<file path="src/rtl/lottery_round_ctrl.sv">
// Lottery round controller: registers up to 32 entrants, draws a winner
// with a 6-bit LFSR, and holds the result until acknowledged.
module lottery_round_ctrl #(
    parameter int DRAW_TIMEOUT = 128
) (
    input  logic       clk,
    input  logic       reset,
    input  logic       start,
    input  logic       entry_valid,
    input  logic       entry_bit,
    output logic       entry_ready,
    output logic [4:0] entry_id,
    input  logic       close,
    input  logic [5:0] seed,
    input  logic       ack,
    output logic [5:0] count,
    output logic       full,
    output logic [1:0] state,
    output logic [4:0] winner,
    output logic       winner_valid,
    output logic       no_winner
);

    localparam int TW = $clog2(DRAW_TIMEOUT + 1);

    typedef enum logic [1:0] {
        IDLE     = 2'd0,
        REG      = 2'd1,
        DRAW     = 2'd2,
        ANNOUNCE = 2'd3
    } state_t;

    state_t          state_q;
    state_t          state_d;
    logic [31:0]     queue_q;
    logic [5:0]      count_q;
    logic [5:0]      lfsr_q;
    logic [TW-1:0]   timer_q;
    logic [4:0]      winner_q;
    logic            winner_valid_q;
    logic            no_winner_q;

    logic            accept;
    logic            hit;
    logic            timeout;
    logic            empty_close;
    logic [4:0]      candidate;

    assign full         = (count_q == 6'd32);
    assign count        = count_q;
    assign entry_id     = count_q[4:0];
    assign state        = state_q;
    assign winner       = winner_q;
    assign winner_valid = winner_valid_q;
    assign no_winner    = no_winner_q;
    assign entry_ready  = (state_q == REG) && !full;
    assign candidate    = lfsr_q[4:0];

    // Handshake, draw-hit and timeout decode plus next-state selection
    always_comb begin
        state_d     = state_q;
        accept      = entry_valid && entry_ready;
        hit         = ({1'b0, candidate} < count_q) && queue_q[candidate];
        timeout     = (timer_q == TW'(DRAW_TIMEOUT - 1));
        empty_close = close && (count_q == 6'd0) && !accept;
        unique case (state_q)
            IDLE: begin
                if (start) state_d = REG;
            end
            REG: begin
                if (empty_close)
                    state_d = ANNOUNCE;
                else if (close)
                    state_d = DRAW;
                else if (accept && (count_q == 6'd31))
                    state_d = DRAW;
            end
            DRAW: begin
                if (hit || timeout) state_d = ANNOUNCE;
            end
            ANNOUNCE: begin
                if (ack) state_d = IDLE;
            end
            default: state_d = IDLE;
        endcase
    end

    // State register
    always_ff @(posedge clk or negedge reset) begin
        if (!reset) state_q <= IDLE;
        else        state_q <= state_d;
    end

    // Round datapath: entry queue, count, LFSR, timer and result flags
    always_ff @(posedge clk or negedge reset) begin
        if (!reset) begin
            queue_q        <= '0;
            count_q        <= '0;
            lfsr_q         <= 6'b000001;
            timer_q        <= '0;
            winner_q       <= '0;
            winner_valid_q <= 1'b0;
            no_winner_q    <= 1'b0;
        end else begin
            unique case (state_q)
                IDLE: begin
                    if (start) begin
                        queue_q        <= '0;
                        count_q        <= '0;
                        timer_q        <= '0;
                        winner_q       <= '0;
                        winner_valid_q <= 1'b0;
                        no_winner_q    <= 1'b0;
                        lfsr_q         <= (seed == 6'd0) ? 6'b000001 : seed;
                    end
                end
                REG: begin
                    if (accept) begin
                        queue_q[count_q[4:0]] <= entry_bit;
                        count_q               <= count_q + 6'd1;
                    end
                    if (empty_close) no_winner_q <= 1'b1;
                end
                DRAW: begin
                    if (hit) begin
                        winner_q       <= candidate;
                        winner_valid_q <= 1'b1;
                    end else begin
                        lfsr_q  <= {lfsr_q[4:0], lfsr_q[5] ^ lfsr_q[4]};
                        timer_q <= timer_q + TW'(1);
                        if (timeout) no_winner_q <= 1'b1;
                    end
                end
                default: ;
            endcase
        end
    end

endmodule

</file>
<file path="config.mk">
export PLATFORM = sky130hd
export DESIGN_NAME = lottery_round_ctrl
export DESIGN_NICKNAME = d
export VERILOG_FILES = /design/src/rtl/lottery_round_ctrl.sv
export SDC_FILE = /design/constraint.sdc
export NUM_CORES = 1
export LEC_CHECK = 0
export CAP_MARGIN = 40
export CORE_UTILIZATION = 47
export CTS_CLUSTER_DIAMETER = 200
export DETAILED_ROUTE_END_ITERATION = 12
export GPL_TIMING_DRIVEN = 0
export PLACE_DENSITY = 0.63
export SLEW_MARGIN = 20
export SYNTH_ARGS = -nofsm -noshare
export SYNTH_HDL_FRONTEND = slang
export SYNTH_SLANG_ARGS = --single-unit
</file>
<file path="constraint.sdc">
create_clock -name clk -period 2.9 [get_ports clk]
set_input_delay 0.58 -clock clk [delete_from_list [all_inputs] [get_ports clk]]
set_output_delay 0.58 -clock clk [all_outputs]
set_load 0.1 [all_outputs]
</file>
==> flow_summary.toml <==
[status]
status = "finished clean"

[setup_path]
worst_setup_path_end_kind = "primary output"
worstSetupStartpoint = "state[1]"
cp-start-kind = "flip-flop"
timing.rr.start = "lfsr_q[0]"
crit_family = "buffers and inverters"
required_ns = 2.32
critical-path-slowest-cell = "clkdlybuf4s50_1"
cp_slowest_stage_delay_ns = 0.51
path_cells = "inv_2 > ha_4 > buf_6 > clkbuf_8 > and2_4 > clkdlybuf4s50_1 > buf_12"
cp_data_arrival_time_ns = 2.22
path_max_fanout = 10
setup.worst_path.class = "flip-flop to primary output"
cp_num_buf_inv = 5

[global_route]
antenna_found_initial = 0
grt.overflow.total = 0
grt_pass1_vias = 3625
grt_use_total = 0.270
grt_pass1_wl_mm = 18.0
grt_max_degree = 42

[clocking]
clk_pin_slew_ns = 0.08
htreeDepth = 3
cts_root_buffer = "clkbuf_8"
cts.sinks = 61
clk_latency_ns = 0.35
numCtsBuffers = 9
cts_buffer_depth = 2
cts_tree = "yes"

[yosys]
synth-seq-cells = 61
yosys.area.top_type = "dfrtp_1"
synth_seq_area_share = 0.389
synthCells = 439
async_flop_share = 1.00
synth_area_per_cell_sq_um = 8.94
synthFlopType = "dfrtp_1"
ys_types = 50
synth_top_area_share = 0.383
yosys_warnings = 0
syn_nets = 465
synth_edf_count = 0
yosys-top-cells-area = "dfrtp_1, nand2_1, a22o_1"
netlist_area_sq_um = 3930

[sta]
setup-violations-final = 0
hold_violations = 0
fmax_ghz = 0.358
rsz0062_at_grt = "no"
post-route-period-util = 0.964
tns_ns = 0
worstMarginPinSlew_ns = 0.536
fin_worst_skew_ns = 0.00867
slew_viol_final = 0
fin_crit_ns = 2.80
maxSlewHeadroom = 0.643

[placed_design]
placed_area_sq_um = 4760
numPortBuffers = 34
dp_hpwl_mm = 7.84
routabilityCongestion = 0.846

[die]
core_region_area_sq_um = 7890
die_w_um = 93.4
num_rows = 32
start_util = 0.498
boundaryPins = 35
die_h_um = 93.4
die_area_sq_um = 8720

[worst_hold_path]
hold_class = "input pin to async pin"

[finish]
drive_gt1_frac = 0.172
design_area_sq_um = 5070
layout.nets = 533
n_fill_cell = 659
syn2layout_area_growth_pct = 29.1
num_antenna_cells = 0

[run]
cap_violations = 0

[detailed_routing]
wl_per_cell_um = 17.8
via_count = 3585
drt_iter0_markers = 135
routed_wl_mm = 10.9
first_pass_iters = 5
drc = 0
ant_nets = 0
viasPerCell = 5.84

[pwr]
total_leakage_power_uw = 0.00204
ir_worst_vdd_mv = 0.408
power.density_nw_per_um2 = 1090
final timing paths:
path,endpoint,slack [ns],cells past startpoint
min reg2reg,winner[1],0.51,2
max in group asynchronous,lfsr_q[0],2.23,2
min in group clk,winner[1],0.51,2
min,winner[4],0.11,1
max reg2reg,timer_q[7],0.18,9
max,entry_ready,0.10,7
worst register-to-register path, delay by kind of cell (launching register included):
family                 cells  cell delay (ns)
AO/OA/AOI/OAI              5             0.89
buffers and inverters      2             0.44
multiplexers               2             0.74
flip-flops                 1             0.52
timing repair:
| item | in CTS | in global routing |
|---|---|---|
| endpoints found under the hold margin | 0 | 0 |
| pin swaps | 1 | 1 |
| endpoints found under the setup margin | 2 | 6 |
| resized for setup | 13 | 6 |
| setup buffers | 1 | 2 |
| hold buffers | 0 | 0 |
| gates cloned | 0 | 0 |
synth_stat cells, types with 3 or more instances:
master and number:
nand3_1 11, a22oi_1 5, or3_1 4, o311ai_2 4
dfrtp_1 60, buf_4 8, nand4_1 4, mux4_2 3
inv_1 17, mux2_2 3, nor2b_1 5, o211ai_1 7
buf_1 4, ha_1 13, mux2i_1 18, and2_1 4
clkbuf_1 20, o22ai_1 3, nor2_1 11, a22o_1 33
nand2_1 93, o31ai_1 35, buf_2 8, a21oi_1 9
o21ai_0 12, nand2b_1 6, o311ai_1 3, nor3_1 9
cells in the final DEF, fill, tap and decap left out, types with 3 or more instances in the layout:
cell              n
nand2_1          93
dfrtp_1          56
o31ai_1          35
a22o_1           33
clkdlybuf4s50_1  33
buf_8            20
mux2i_1          18
clkbuf_1         16
inv_1            15
buf_4            12
o21ai_0          12
nand3_1          11
nor2_1           11
ha_1             11
clkbuf_8         10
a21oi_1           9
buf_2             8
nor3_1            8
o211ai_1          7
nand2b_1          6
nor2b_1           5
a22oi_1           5
nand4_1           4
or3_1             4
o311ai_1          4
o311ai_2          4
dfrtp_2           4
inv_2             3
and2_1            3
mux4_2            3
buf_1             3
mux2_2            3
o22ai_1           3
clkinvlp_4        3
flip-flops by register name (all words and copies together) (netlist names):
name	cells
no_winner	1
lfsr_q	6
timer_q	8
state	2
winner_valid	1
winner	5
count	6
queue_q	32
report_power, final:
group	internal (uW)	leakage, uW	total (uW)	switching (uW)
Clock	486	0.000102	877	390
Combinational	1230	0.00111	3330	2100
Sequential	1080	0.000822	1310	230
through the flow:
step                      hold slack [ns]  std cells  utilization  total power (uW)  worst slack (ns)
after CTS                           0.113        613        0.639              5500            0.0160
after detailed placement            0.491        598        0.603              4530            -0.495
after global placement              0.491        575        0.558              4190             -1.07
final                               0.107        614        0.642              5520             0.105
after global routing                0.122        614        0.642              5840            0.0183
after floorplan                     0.284        439            -              3460            0.0208
layout make-up:
| type | instances | area [sq um] | area share |
|---|---|---|---|
| Buffer | 37 | 196 | 0.0388 |
| Inverter | 18 | 67.6 | 0.0133 |
| Multi-Input combinational cell | 320 | 2190 | 0.432 |
| Sequential cell | 61 | 1530 | 0.303 |
| Clock inverter | 7 | 100 | 0.0198 |
| Clock buffer | 9 | 124 | 0.0245 |
| Timing Repair Buffer | 60 | 728 | 0.144 |
| Tap cell | 102 | 128 | 0.0252 |
routing by layer:
metal / up-vias / global-route usage / routed length, um
met1: 1737 / 0.345 / 4980
li1: 1741 / - / -
met2: 87 / 0.458 / 5270
met4: 0 / 0.0885 / 240
met3: 20 / 0.0537 / 453
met5: - / 0 / 0
cell families after synthesis:
kind of cell             share of synthesized area
AO/OA/AOI/OAI                                0.254
buffers and inverters                       0.0657
XOR/XNOR                                   0.00223
AND/OR/NAND/NOR                              0.175
multiplexers                                0.0717
adder cells (fa/ha/maj)                     0.0414
flip-flops                                   0.389
Note: power is estimated with default switching activity, not from simulation.
